[src/rtl/systolic_seq_ctrl_pkg.sv]
// Shared widths and FSM state encoding for the systolic array sequencer.
// Imported by the interface, the delay line and the sequencer top.
package sys_pkg;

  localparam int PIX_W = 8;
  localparam int WGT_W = 8;
  localparam int ACC_W = 32;

  typedef enum logic [2:0] {
    IDLE,
    LOAD_W,
    STREAM,
    DRAIN,
    DONE
  } seq_state_t;

endpackage

[src/rtl/systolic_seq_ctrl_if.sv]
// Bundle of job control, weight/pixel streams and PE-grid edge signals.
// master is the sequencer side; slave is the front end / grid side.
interface systolic_seq_ctrl_if
  import sys_pkg::*;
#(
  parameter int ROWS  = 4,
  parameter int COLS  = 4,
  parameter int LEN_W = 16
);

  logic                    start;
  logic [LEN_W-1:0]        cfg_len;
  logic                    busy;
  logic                    done;

  logic                    w_valid;
  logic                    w_ready;
  logic [COLS*WGT_W-1:0]   w_data;

  logic                    pix_valid;
  logic                    pix_ready;
  logic [ROWS*PIX_W-1:0]   pix_data;

  logic                    arr_en_weight;
  logic [COLS*WGT_W-1:0]   arr_weight;
  logic [ROWS*PIX_W-1:0]   arr_west;
  logic [COLS*ACC_W-1:0]   arr_south;

  logic                    res_valid;
  logic [COLS*ACC_W-1:0]   res_data;

  modport master (
    input  start, cfg_len, w_valid, w_data, pix_valid, pix_data, arr_south,
    output busy, done, w_ready, pix_ready, arr_en_weight, arr_weight, arr_west,
           res_valid, res_data
  );

  modport slave (
    output start, cfg_len, w_valid, w_data, pix_valid, pix_data, arr_south,
    input  busy, done, w_ready, pix_ready, arr_en_weight, arr_weight, arr_west,
           res_valid, res_data
  );

endinterface

[src/rtl/systolic_seq_ctrl_delay_line.sv]
// Fixed-depth register chain with async active-low clear; DEPTH=0 is a wire.
// Used for the west-edge input skew and the south-edge output deskew.
module delay_line #(
  parameter int WIDTH = 8,
  parameter int DEPTH = 1
) (
  input  logic             clk,
  input  logic             reset_n,
  input  logic [WIDTH-1:0] d,
  output logic [WIDTH-1:0] q
);

  generate
    if (DEPTH == 0) begin : g_wire
      logic unused_ok;
      assign unused_ok = clk ^ reset_n;
      assign q = d;
    end else begin : g_regs
      logic [WIDTH-1:0] stage [DEPTH];

      always_ff @(posedge clk or negedge reset_n) begin
        if (!reset_n) begin
          for (int i = 0; i < DEPTH; i++) stage[i] <= '0;
        end else begin
          stage[0] <= d;
          for (int i = 1; i < DEPTH; i++) stage[i] <= stage[i-1];
        end
      end

      assign q = stage[DEPTH-1];
    end
  endgenerate

endmodule

[src/rtl/systolic_seq_ctrl.sv]
// Weight-stationary systolic array sequencer: weight load, skewed pixel
// streaming, drain and output deskew. Define SYSTOLIC_RELU_EN to clamp results.
module systolic_seq_ctrl
  import sys_pkg::*;
#(
  parameter int ROWS  = 4,
  parameter int COLS  = 4,
  parameter int LEN_W = 16
) (
  input logic                clk,
  input logic                reset_n,
  systolic_seq_ctrl_if.master bus
);

  localparam int TAG_N  = ROWS + COLS;
  localparam int BEAT_W = $clog2(ROWS + 1);

  seq_state_t        state;
  seq_state_t        state_nxt;
  logic [LEN_W-1:0]  len_q;
  logic [LEN_W-1:0]  vec_cnt;
  logic [BEAT_W-1:0] beat_cnt;
  logic [TAG_N-1:0]  tag_q;
  logic              res_valid_q;
  logic              en_weight_q;
  logic [COLS*WGT_W-1:0] weight_q;
  logic              w_hs;
  logic              pix_hs;
  logic              last_beat;
  logic              last_vec;

  function automatic logic [ACC_W-1:0] relu(input logic signed [ACC_W-1:0] x);
`ifdef SYSTOLIC_RELU_EN
    return x[ACC_W-1] ? '0 : x;
`else
    return x;
`endif
  endfunction

  assign w_hs      = bus.w_valid && (state == LOAD_W);
  assign pix_hs    = bus.pix_valid && (state == STREAM);
  assign last_beat = (beat_cnt == BEAT_W'(ROWS - 1));
  assign last_vec  = (vec_cnt == (len_q - LEN_W'(1)));

  always_ff @(posedge clk or negedge reset_n) begin
    if (!reset_n) state <= IDLE;
    else          state <= state_nxt;
  end

  always_comb begin
    state_nxt     = state;
    bus.busy      = 1'b1;
    bus.done      = 1'b0;
    bus.w_ready   = 1'b0;
    bus.pix_ready = 1'b0;
    unique case (state)
      IDLE: begin
        bus.busy = 1'b0;
        if (bus.start) state_nxt = LOAD_W;
      end
      LOAD_W: begin
        bus.w_ready = 1'b1;
        if (w_hs && last_beat) state_nxt = (len_q == '0) ? DRAIN : STREAM;
      end
      STREAM: begin
        bus.pix_ready = 1'b1;
        if (pix_hs && last_vec) state_nxt = DRAIN;
      end
      DRAIN: begin
        if (tag_q == '0) state_nxt = DONE;
      end
      DONE: begin
        bus.done  = 1'b1;
        state_nxt = IDLE;
      end
      default: state_nxt = IDLE;
    endcase
  end

  // Job counters and the weight register stage
  always_ff @(posedge clk or negedge reset_n) begin
    if (!reset_n) begin
      len_q       <= '0;
      vec_cnt     <= '0;
      beat_cnt    <= '0;
      en_weight_q <= 1'b0;
      weight_q    <= '0;
    end else begin
      if (state == IDLE && bus.start) begin
        len_q    <= bus.cfg_len;
        vec_cnt  <= '0;
        beat_cnt <= '0;
      end else begin
        if (w_hs)   beat_cnt <= beat_cnt + BEAT_W'(1);
        if (pix_hs) vec_cnt  <= vec_cnt + LEN_W'(1);
      end
      en_weight_q <= w_hs;
      if (w_hs) weight_q <= bus.w_data;
    end
  end

  // Tag chain spans the skew, the grid and the deskew, so it doubles as the drain detector
  always_ff @(posedge clk or negedge reset_n) begin
    if (!reset_n) begin
      tag_q       <= '0;
      res_valid_q <= 1'b0;
    end else begin
      tag_q       <= {tag_q[TAG_N-2:0], pix_hs};
      res_valid_q <= tag_q[TAG_N-1];
    end
  end

  assign bus.arr_en_weight = en_weight_q;
  assign bus.arr_weight    = weight_q;
  assign bus.res_valid     = res_valid_q;

  // Input skew: row r reaches column 0 r cycles after row 0
  for (genvar r = 0; r < ROWS; r++) begin : g_skew
    logic [PIX_W-1:0] inj;
    assign inj = pix_hs ? bus.pix_data[r*PIX_W +: PIX_W] : '0;
    delay_line #(.WIDTH(PIX_W), .DEPTH(1 + r)) u_dl (
      .clk     (clk),
      .reset_n (reset_n),
      .d       (inj),
      .q       (bus.arr_west[r*PIX_W +: PIX_W])
    );
  end

  // Output deskew: column c leaves the grid c cycles late, so it waits COLS-1-c less
  for (genvar c = 0; c < COLS; c++) begin : g_deskew
    logic signed [ACC_W-1:0] dly;
    logic [ACC_W-1:0]        res_q;

    delay_line #(.WIDTH(ACC_W), .DEPTH(COLS - 1 - c)) u_dl (
      .clk     (clk),
      .reset_n (reset_n),
      .d       (bus.arr_south[c*ACC_W +: ACC_W]),
      .q       (dly)
    );

    always_ff @(posedge clk or negedge reset_n) begin
      if (!reset_n) res_q <= '0;
      else          res_q <= relu(dly);
    end

    assign bus.res_data[c*ACC_W +: ACC_W] = res_q;
  end

endmodule

[src/flat_wrapper.sv]
// flat-port wrapper written by rule: the top's interface ports become plain ports
module systolic_seq_ctrl_flat import sys_pkg::*;
#(
  parameter int ROWS  = 4,
  parameter int COLS  = 4,
  parameter int LEN_W = 16
)
  (clk, reset_n, bus_start, bus_cfg_len, bus_w_valid, bus_w_data, bus_pix_valid, bus_pix_data, bus_arr_south, bus_busy, bus_done, bus_w_ready, bus_pix_ready, bus_arr_en_weight, bus_arr_weight, bus_arr_west, bus_res_valid, bus_res_data);
  systolic_seq_ctrl_if #(.ROWS(ROWS), .COLS(COLS), .LEN_W(LEN_W)) bus_i ();
  input logic clk;
  input logic reset_n;
  input wire logic [$bits(bus_i.start)-1:0] bus_start;
  input wire logic [$bits(bus_i.cfg_len)-1:0] bus_cfg_len;
  input wire logic [$bits(bus_i.w_valid)-1:0] bus_w_valid;
  input wire logic [$bits(bus_i.w_data)-1:0] bus_w_data;
  input wire logic [$bits(bus_i.pix_valid)-1:0] bus_pix_valid;
  input wire logic [$bits(bus_i.pix_data)-1:0] bus_pix_data;
  input wire logic [$bits(bus_i.arr_south)-1:0] bus_arr_south;
  output wire logic [$bits(bus_i.busy)-1:0] bus_busy;
  output wire logic [$bits(bus_i.done)-1:0] bus_done;
  output wire logic [$bits(bus_i.w_ready)-1:0] bus_w_ready;
  output wire logic [$bits(bus_i.pix_ready)-1:0] bus_pix_ready;
  output wire logic [$bits(bus_i.arr_en_weight)-1:0] bus_arr_en_weight;
  output wire logic [$bits(bus_i.arr_weight)-1:0] bus_arr_weight;
  output wire logic [$bits(bus_i.arr_west)-1:0] bus_arr_west;
  output wire logic [$bits(bus_i.res_valid)-1:0] bus_res_valid;
  output wire logic [$bits(bus_i.res_data)-1:0] bus_res_data;
  assign bus_i.start = bus_start;
  assign bus_i.cfg_len = bus_cfg_len;
  assign bus_i.w_valid = bus_w_valid;
  assign bus_i.w_data = bus_w_data;
  assign bus_i.pix_valid = bus_pix_valid;
  assign bus_i.pix_data = bus_pix_data;
  assign bus_i.arr_south = bus_arr_south;
  assign bus_busy = bus_i.busy;
  assign bus_done = bus_i.done;
  assign bus_w_ready = bus_i.w_ready;
  assign bus_pix_ready = bus_i.pix_ready;
  assign bus_arr_en_weight = bus_i.arr_en_weight;
  assign bus_arr_weight = bus_i.arr_weight;
  assign bus_arr_west = bus_i.arr_west;
  assign bus_res_valid = bus_i.res_valid;
  assign bus_res_data = bus_i.res_data;
  systolic_seq_ctrl #(.ROWS(ROWS), .COLS(COLS), .LEN_W(LEN_W)) u_core (.clk(clk), .reset_n(reset_n), .bus(bus_i));
endmodule
[config.mk]
export PLATFORM = sky130hd
export DESIGN_NAME = systolic_seq_ctrl_flat
export DESIGN_NICKNAME = d
export VERILOG_FILES = /design/src/rtl/systolic_seq_ctrl_pkg.sv /design/src/rtl/systolic_seq_ctrl_if.sv /design/src/rtl/systolic_seq_ctrl_delay_line.sv /design/src/rtl/systolic_seq_ctrl.sv /design/src/flat_wrapper.sv
export SDC_FILE = /design/constraint.sdc
export NUM_CORES = 1
export LEC_CHECK = 0
export CELL_PAD_IN_SITES_DETAIL_PLACEMENT = 2
export CELL_PAD_IN_SITES_GLOBAL_PLACEMENT = 2
export CORE_MARGIN = 2
export CORE_UTILIZATION = 35
export CTS_BUF_LIST = sky130_fd_sc_hd__clkbuf_16
export DETAILED_ROUTE_END_ITERATION = 12
export PLACE_DENSITY = 0.9
export RECOVER_POWER = 25
export SYNTH_ARGS = -nofsm -noshare
export SYNTH_HDL_FRONTEND = slang
export SYNTH_SLANG_ARGS = --single-unit
[constraint.sdc]
create_clock -name clk -period 8.95 [get_ports clk]
set_input_delay 1.79 -clock clk [delete_from_list [all_inputs] [get_ports clk]]
set_output_delay 1.79 -clock clk [all_outputs]
set_load 0.01 [all_outputs]
== After elaboration in Yosys (flattened, before gate mapping) ==
Cells that the tools add are included.
Word-level totals
  bits of input ports: 213
  word-level logic and storage cells: 70
  memory bits (writable): 0
  bits in latches: 0
  memories kept: 0
  bits in registers: 480
  bits in read-only memories: 0
  output and inout bits: 198
Cells by class
  bitwise operators: 0
  mux-type cells: 18
  div/mod/pow operators: 0
  shift operators: 0
  magnitude comparators: 0
  reductions and logical operators: 11
  equal/unequal tests: 10
  $mul: 0
  $add $sub $neg: 3
Operators with widths (count)
  two-way mux 16 bit: 2
  two-way mux 8 bit: 4
  two-way mux 3 bit: 6
  adder 16 x 1 -> 16 bit (second input constant): 1
  equality test 16 bit: 1
  logical NOT 16 bit: 1
  subtractor 16 x 1 -> 16 bit (second input constant): 1
  one-hot mux 3 bit (4 select lines): 1
  equality test 3 x 2 -> 1 bit (second input constant): 3
  logical NOT 8 bit: 1
  != test 2 bit (second input constant): 3
  logical AND 1 bit: 5
  two-way mux 1 bit: 5
  AND reduction 4 bit: 1
  nonzero test 2 bit: 2
  adder 3 x 1 -> 3 bit (second input constant): 1
  equality test 3 x 1 -> 1 bit (second input constant): 1
  equality test 3 bit (second input constant): 1
  logical NOT 3 bit: 1
  != test 2 x 1 -> 1 bit (second input constant): 1

== Logic depth before layout (Yosys ltp) ==
  depth in word-level cells: 5
  mapped depth: 9
  mapped depth without buffers: 8

== Cells and area by module ==
From an unflattened synthesis, not the netlist that was laid out.
Unflattened totals
  cell total of the unflattened synthesis: 929
  area, all modules: 14770.4 µm²
By module, submodules not included
  systolic_seq_ctrl: sequential area each 5205.0 µm², cells an instance 537, instances 1, area an instance 7063.0 µm²
  delay_line (u_core.g_deskew[0].u_dl): sequential area each 2402.3 µm², cells an instance 128, instances 1, area an instance 2642.5 µm²
  delay_line (u_core.g_deskew[1].u_dl): sequential area each 1601.5 µm², cells an instance 96, instances 1, area an instance 1841.8 µm²
  delay_line (u_core.g_skew[3].u_dl): sequential area each 800.8 µm², cells an instance 40, instances 1, area an instance 860.8 µm²
  delay_line (u_core.g_deskew[2].u_dl): sequential area each 800.8 µm², cells an instance 32, instances 1, area an instance 800.8 µm²
  delay_line (u_core.g_skew[2].u_dl): sequential area each 600.6 µm², cells an instance 32, instances 1, area an instance 660.6 µm²
  delay_line (u_core.g_skew[1].u_dl): sequential area each 400.4 µm², cells an instance 24, instances 1, area an instance 460.4 µm²
  delay_line (u_core.g_deskew[3].u_dl): sequential area each 0.0 µm², cells an instance 32, instances 1, area an instance 240.2 µm²
  delay_line (u_core.g_skew[0].u_dl): sequential area each 200.2 µm², cells an instance 8, instances 1, area an instance 200.2 µm²

== Worst setup path after synthesis ==
Ideal clock, no wire load.
  kind: input to register
  start point: in bus_pix_valid
  end point: reg u_core.state[0]
  stages on the path: 6
  setup time: 0.087 ns
  path slack: 5.323 ns
  arrival: 3.540 ns
  required time: 8.863 ns
  buffers on the path: 0
  cell sequence: nor4bb_1 nand3_1 a2111oi_2 nand3_1 or4_1 a211oi_2
On the way
  word-level cells in the longest chain between the ends: 4
RTL lines
  start: declaration: line flat_wrapper.sv:16  | input wire logic [$bits(bus_i.pix_valid)-1:0] bus_pix_valid;
  logical AND 1 bit: line systolic_seq_ctrl.sv:41  | assign pix_hs = bus.pix_valid && (state == STREAM);
  logical AND 1 bit: line systolic_seq_ctrl.sv:67  | if (pix_hs && last_vec) state_nxt = DRAIN;
  != test 2 bit (no source line)
  AND reduction 4 bit (no source line)
  end signal: assignment: line systolic_seq_ctrl.sv:47  | else state <= state_nxt;
  end: declaration: line systolic_seq_ctrl.sv:18  | seq_state_t state;
Every way passes these cells.
A chain may end at the register's enable or synchronous reset.

== Worst setup path after layout ==
  start point: in bus_w_valid
  end point: reg u_core.beat_cnt[0]
On the way
  word-level cells in the longest chain between the ends: 2
RTL lines
  start: declaration: line flat_wrapper.sv:14  | input wire logic [$bits(bus_i.w_valid)-1:0] bus_w_valid;
  logical AND 1 bit: line systolic_seq_ctrl.sv:40  | assign w_hs = bus.w_valid && (state == LOAD_W);
  nonzero test 2 bit (no source line)
  end signal: assignment: line systolic_seq_ctrl.sv:94  | if (w_hs) beat_cnt <= beat_cnt + BEAT_W'(1);
  end: declaration: line systolic_seq_ctrl.sv:22  | logic [BEAT_W-1:0] beat_cnt;
Every way passes these cells.

==> flow_summary.rst <==
.. list-table::
   :header-rows: 1

   * - Metric
     - Value
   * - Maximum number of pins on one net before global-route repair
     - 175
   * - Placed cell count
     - 1753
   * - Overall die area
     - 42200 sq um
   * - Final clock period utilization by the worst path
     - 52.2%
   * - Half-perimeter wire length of the detailed placement result
     - 31800 um
   * - Power Dens Cells
     - 273 nW/um^2
   * - Share of flip-flops with an asynchronous set or reset after synthesis
     - 100%
   * - Number of H-tree branching levels
     - 2
   * - Endpoint required time on the critical path
     - 9.43 ns
   * - Average cell area after synthesis
     - 16.5 sq um
   * - Overall die height
     - 205 um
   * - Final estimated routing congestion in global placement
     - 0.764
   * - Transition at the pin with the smallest max-transition slack
     - 1.21 ns
   * - Cell with the most instances after synthesis
     - dfrtp_1
   * - Number of antenna violations at the first check in global routing
     - 13
   * - Worst reg-to-reg setup slack
     - 5.19 ns
   * - Arrival time at the worst endpoint
     - 5.15 ns
   * - Leakage power figure
     - 9.13 nW
   * - Setup repair after global routing missed its margin
     - no
   * - Vias per std cell
     - 4.55
   * - Clk Tree Root Cell
     - clkbuf_16
   * - Synth-to-Final Area Change
     - 43.3%
   * - Max-cap viol count
     - 0
   * - Number of global-route vias before repair
     - 10057
   * - Worst setup startpoint
     - bus_w_valid
   * - Final layout net count
     - 1498
   * - Terminus of the critical flop-to-flop path
     - u_core.beat_cnt[0]
   * - HP Class
     - register to register
   * - Termination of the worst setup path
     - u_core.beat_cnt[0]
   * - Setup-failing EPs final
     - 0
   * - Critical path launch point type
     - primary input
   * - Overall via count from detail_route
     - 8437
   * - Synth unique cells
     - 50
   * - Cell types with the largest area share after synthesis
     - dfrtp_1 (85%), nand2_1 (3.1%), and2_1 (1.5%)
   * - Number of nets with antenna violations after routing
     - 0
   * - Relative max-transition margin
     - 19.4%
   * - Fillcell total
     - 3588
   * - Non-filler cells in the finished layout
     - 1855
   * - Final design instance area without fill
     - 20400 sq um
   * - Hold-fix buffers, CTS
     - 0
   * - FF-to-FF path depth
     - 6
   * - Post-synthesis cell count
     - 863
   * - Total count of hold-check failures in the final report
     - 0
   * - Clk sinks
     - 480
   * - Post-synth net total
     - 1081
   * - First-pass DRT Iterations
     - 4
   * - Number of pins exceeding their max-slew limit in the final report
     - 0
   * - Layout cells sized above 1
     - 6.73%
   * - Number of gates resized after CTS
     - 0
   * - Outcome
     - completed
   * - Aggregate negative setup slack
     - 0 ns
   * - Total congestion overflow after global routing
     - 0
   * - CTS tree
     - yes
   * - Worst supply voltage drop on vdd
     - 0.000268 V
   * - Number of enable-type register cells in the synthesized netlist
     - 0
   * - Fin Hold WS
     - 0.339 ns
   * - Clock transition at the registers of the reported paths
     - 0.06 ns
   * - Number of synthesized register bits
     - 480
   * - Setup bufs post-CTS
     - 0
   * - Global-route usage over all layers
     - 23.6%
   * - Number of design rule violations left after detail routing
     - 0
   * - Clock latency reported for the late side of the worst-skew pair
     - 0.59 ns
   * - IO Count
     - 411
   * - Total of buffers placed on input and output ports
     - 410
   * - Sequential cell area fraction in the yosys report
     - 84.5%
   * - Maximum fanout encountered on the critical timing path
     - 35
   * - Die X
     - 205 um
   * - Initial standard-cell utilization of the core
     - 35.6%
   * - List of most frequent post-synthesis cells
     - dfrtp_1 (480), nand2_1 (116), and2_1 (34), buf_4 (24), nor2_1 (24)
   * - Power, Total
     - 0.00556 W
   * - Ys Warns
     - 0
   * - Routed wire length per instance
     - 27.6 um
   * - Placement-stage cell area
     - 18800 sq um
   * - First-pass GRT wire length
     - 71000 um
   * - Iteration-0 DRC count of the detailed router
     - 379
   * - Crit Reg-Reg Startpoint
     - u_core.state[0]
   * - Kind of critical path
     - primary input to register
   * - Kind of capture point of the worst setup path
     - register
   * - CTS Buf Count
     - 50
   * - Cell area after technology mapping
     - 14200 sq um
   * - Max Freq
     - 214 MHz
   * - Floorplan core area
     - 39900 sq um
   * - Routed Wire Length
     - 51100 um
   * - Share of the synthesized area in the top cell type
     - 84.5%
   * - Setup skew after layout
     - 0.0179 ns
   * - Maximum number of buffers from clock root to sink
     - 3
   * - Leading register cell type out of synthesis
     - dfrtp_1
   * - Cell type contributing the most total cell area after synthesis
     - dfrtp_1
   * - Row count
     - 73
   * - Clock period minus worst slack
     - 4.68 ns
==> logic make-up (layout without fill, tap and decap cells) <==
group                      after synthesis  count (layout)  synth area share [%]
and+or+nand+nor                        232             232                  7.87
xor gates and xnor gates                30              30                  1.85
adders and majority gates                5               5                 0.440
DFF                                    480             480                  84.5
buffers and inverters                   60             519                  2.29
muxes                                   13              13                  1.01
AOI/OAI and AO/OA                       43              43                  2.01
other                                    0               8                     0
==> stage by stage <==
| step | worst slack (ns) | utilization, % |
|---|---|---|
| floorplan | 5.32 | - |
| global placement | 3.94 | 47.0 |
| detailed placement | 3.69 | 47.0 |
| CTS | 4.17 | 51.0 |
| global route | 3.88 | 51.0 |
| finish | 4.27 | 51.0 |
==> critical path, cell delays in order <==
cell and delay, ns:
clkdlybuf4s50_1 0.48, nand2_1 0.90, clkinv_1 1.26, nor2_1 0.51
nand2_1 0.10, o21ai_0 0.10
==> layer usage <==
metal	wire length (um)	up-vias	GRT usage, %
met3	3400	88	7.86
met1	18700	4428	25.6
li1	-	3609	-
met2	27400	304	43.1
met5	58	-	0
met4	1540	8	7.97
==> state kept, by name (all words and copies together) (netlist names) <==
name	flops
u_core.beat_cnt	3
u_core.bus.arr_en_weight	1
u_core.bus.arr_weight	32
u_core.bus.res_valid	1
u_core.g_deskew.res_q	128
u_core.g_deskew.u_dl.g_regs.stage	96
u_core.g_deskew.u_dl.q	96
u_core.g_skew.u_dl.g_regs.stage	48
u_core.g_skew.u_dl.q	32
u_core.len_q	16
u_core.state	3
u_core.tag_q	8
u_core.vec_cnt	16
==> worst min-delay path by stage <==
stage | start | to | slack (ns) | cells after the start
after CTS | u_core.g_skew[1].u_dl.g_regs.stage[13] | u_core.g_skew[1].u_dl.q[5] | 0.34 | 0
after global placement | u_core.g_skew[3].u_dl.g_regs.stage[11] | u_core.g_skew[3].u_dl.q[3] | 0.33 | 0
after floorplan | u_core.g_deskew[0].u_dl.q[0] | u_core.g_deskew[0].res_q[0] | 0.33 | 0
after global routing | u_core.g_skew[1].u_dl.g_regs.stage[13] | u_core.g_skew[1].u_dl.q[5] | 0.34 | 0
final | u_core.g_skew[1].u_dl.g_regs.stage[13] | u_core.g_skew[1].u_dl.q[5] | 0.34 | 0
after detailed placement | u_core.g_deskew[2].u_dl.q[5] | u_core.g_deskew[2].res_q[5] | 0.34 | 0
==> report_power, final <==
| group | switching [W] | total, W | internal [W] | leakage (nW) |
|---|---|---|---|---|
| Sequential | 0.000184 | 0.00258 | 0.00240 | 5.87 |
| Combinational | 0.000479 | 0.000944 | 0.000464 | 2.45 |
| Clock | 0.000926 | 0.00204 | 0.00111 | 0.812 |
| Total | 0.00159 | 0.00556 | 0.00397 | 9.13 |
==> final cells by class <==
| type | count | area, sq um | share of cell area [%] |
|---|---|---|---|
| repair buffers | 415 | 4170 | 20.5 |
| flip-flops and latches | 480 | 12000 | 59.0 |
| multi-input cells | 323 | 1900 | 9.31 |
| clock inverters | 44 | 317 | 1.55 |
| well taps | 525 | 657 | 3.23 |
| clock buffers | 50 | 1250 | 6.15 |
| diodes | 8 | 20.0 | 0.0983 |
| inverters | 10 | 37.5 | 0.184 |
==> placed cells by master, fill, tap and decap left out, types with 3 or more instances in the layout <==
cell / synthesis / layout
diode_2: 0 / 8
nor4_1: 5 / 5
or4_1: 3 / 3
dfrtp_1: 480 / 480
o21ai_0: 20 / 20
bufinv_16: 0 / 3
a31oi_1: 4 / 4
nor3b_1: 6 / 6
nor3_1: 8 / 8
clkinvlp_4: 0 / 3
xnor2_1: 17 / 17
clkbuf_16: 0 / 50
clkinv_2: 0 / 7
nand4_1: 9 / 9
dlygate4sd3_1: 0 / 40
nor2_1: 24 / 23
ha_1: 5 / 5
xor2_1: 13 / 13
nand3_1: 8 / 8
mux2_2: 11 / 11
and3_1: 3 / 3
clkinv_1: 1 / 14
clkdlybuf4s50_1: 0 / 369
nand2_1: 116 / 116
a21oi_1: 4 / 4
or3_1: 6 / 6
and2_1: 34 / 34
inv_1: 9 / 23
buf_4: 24 / 3
(Power assumes the default switching activity.)
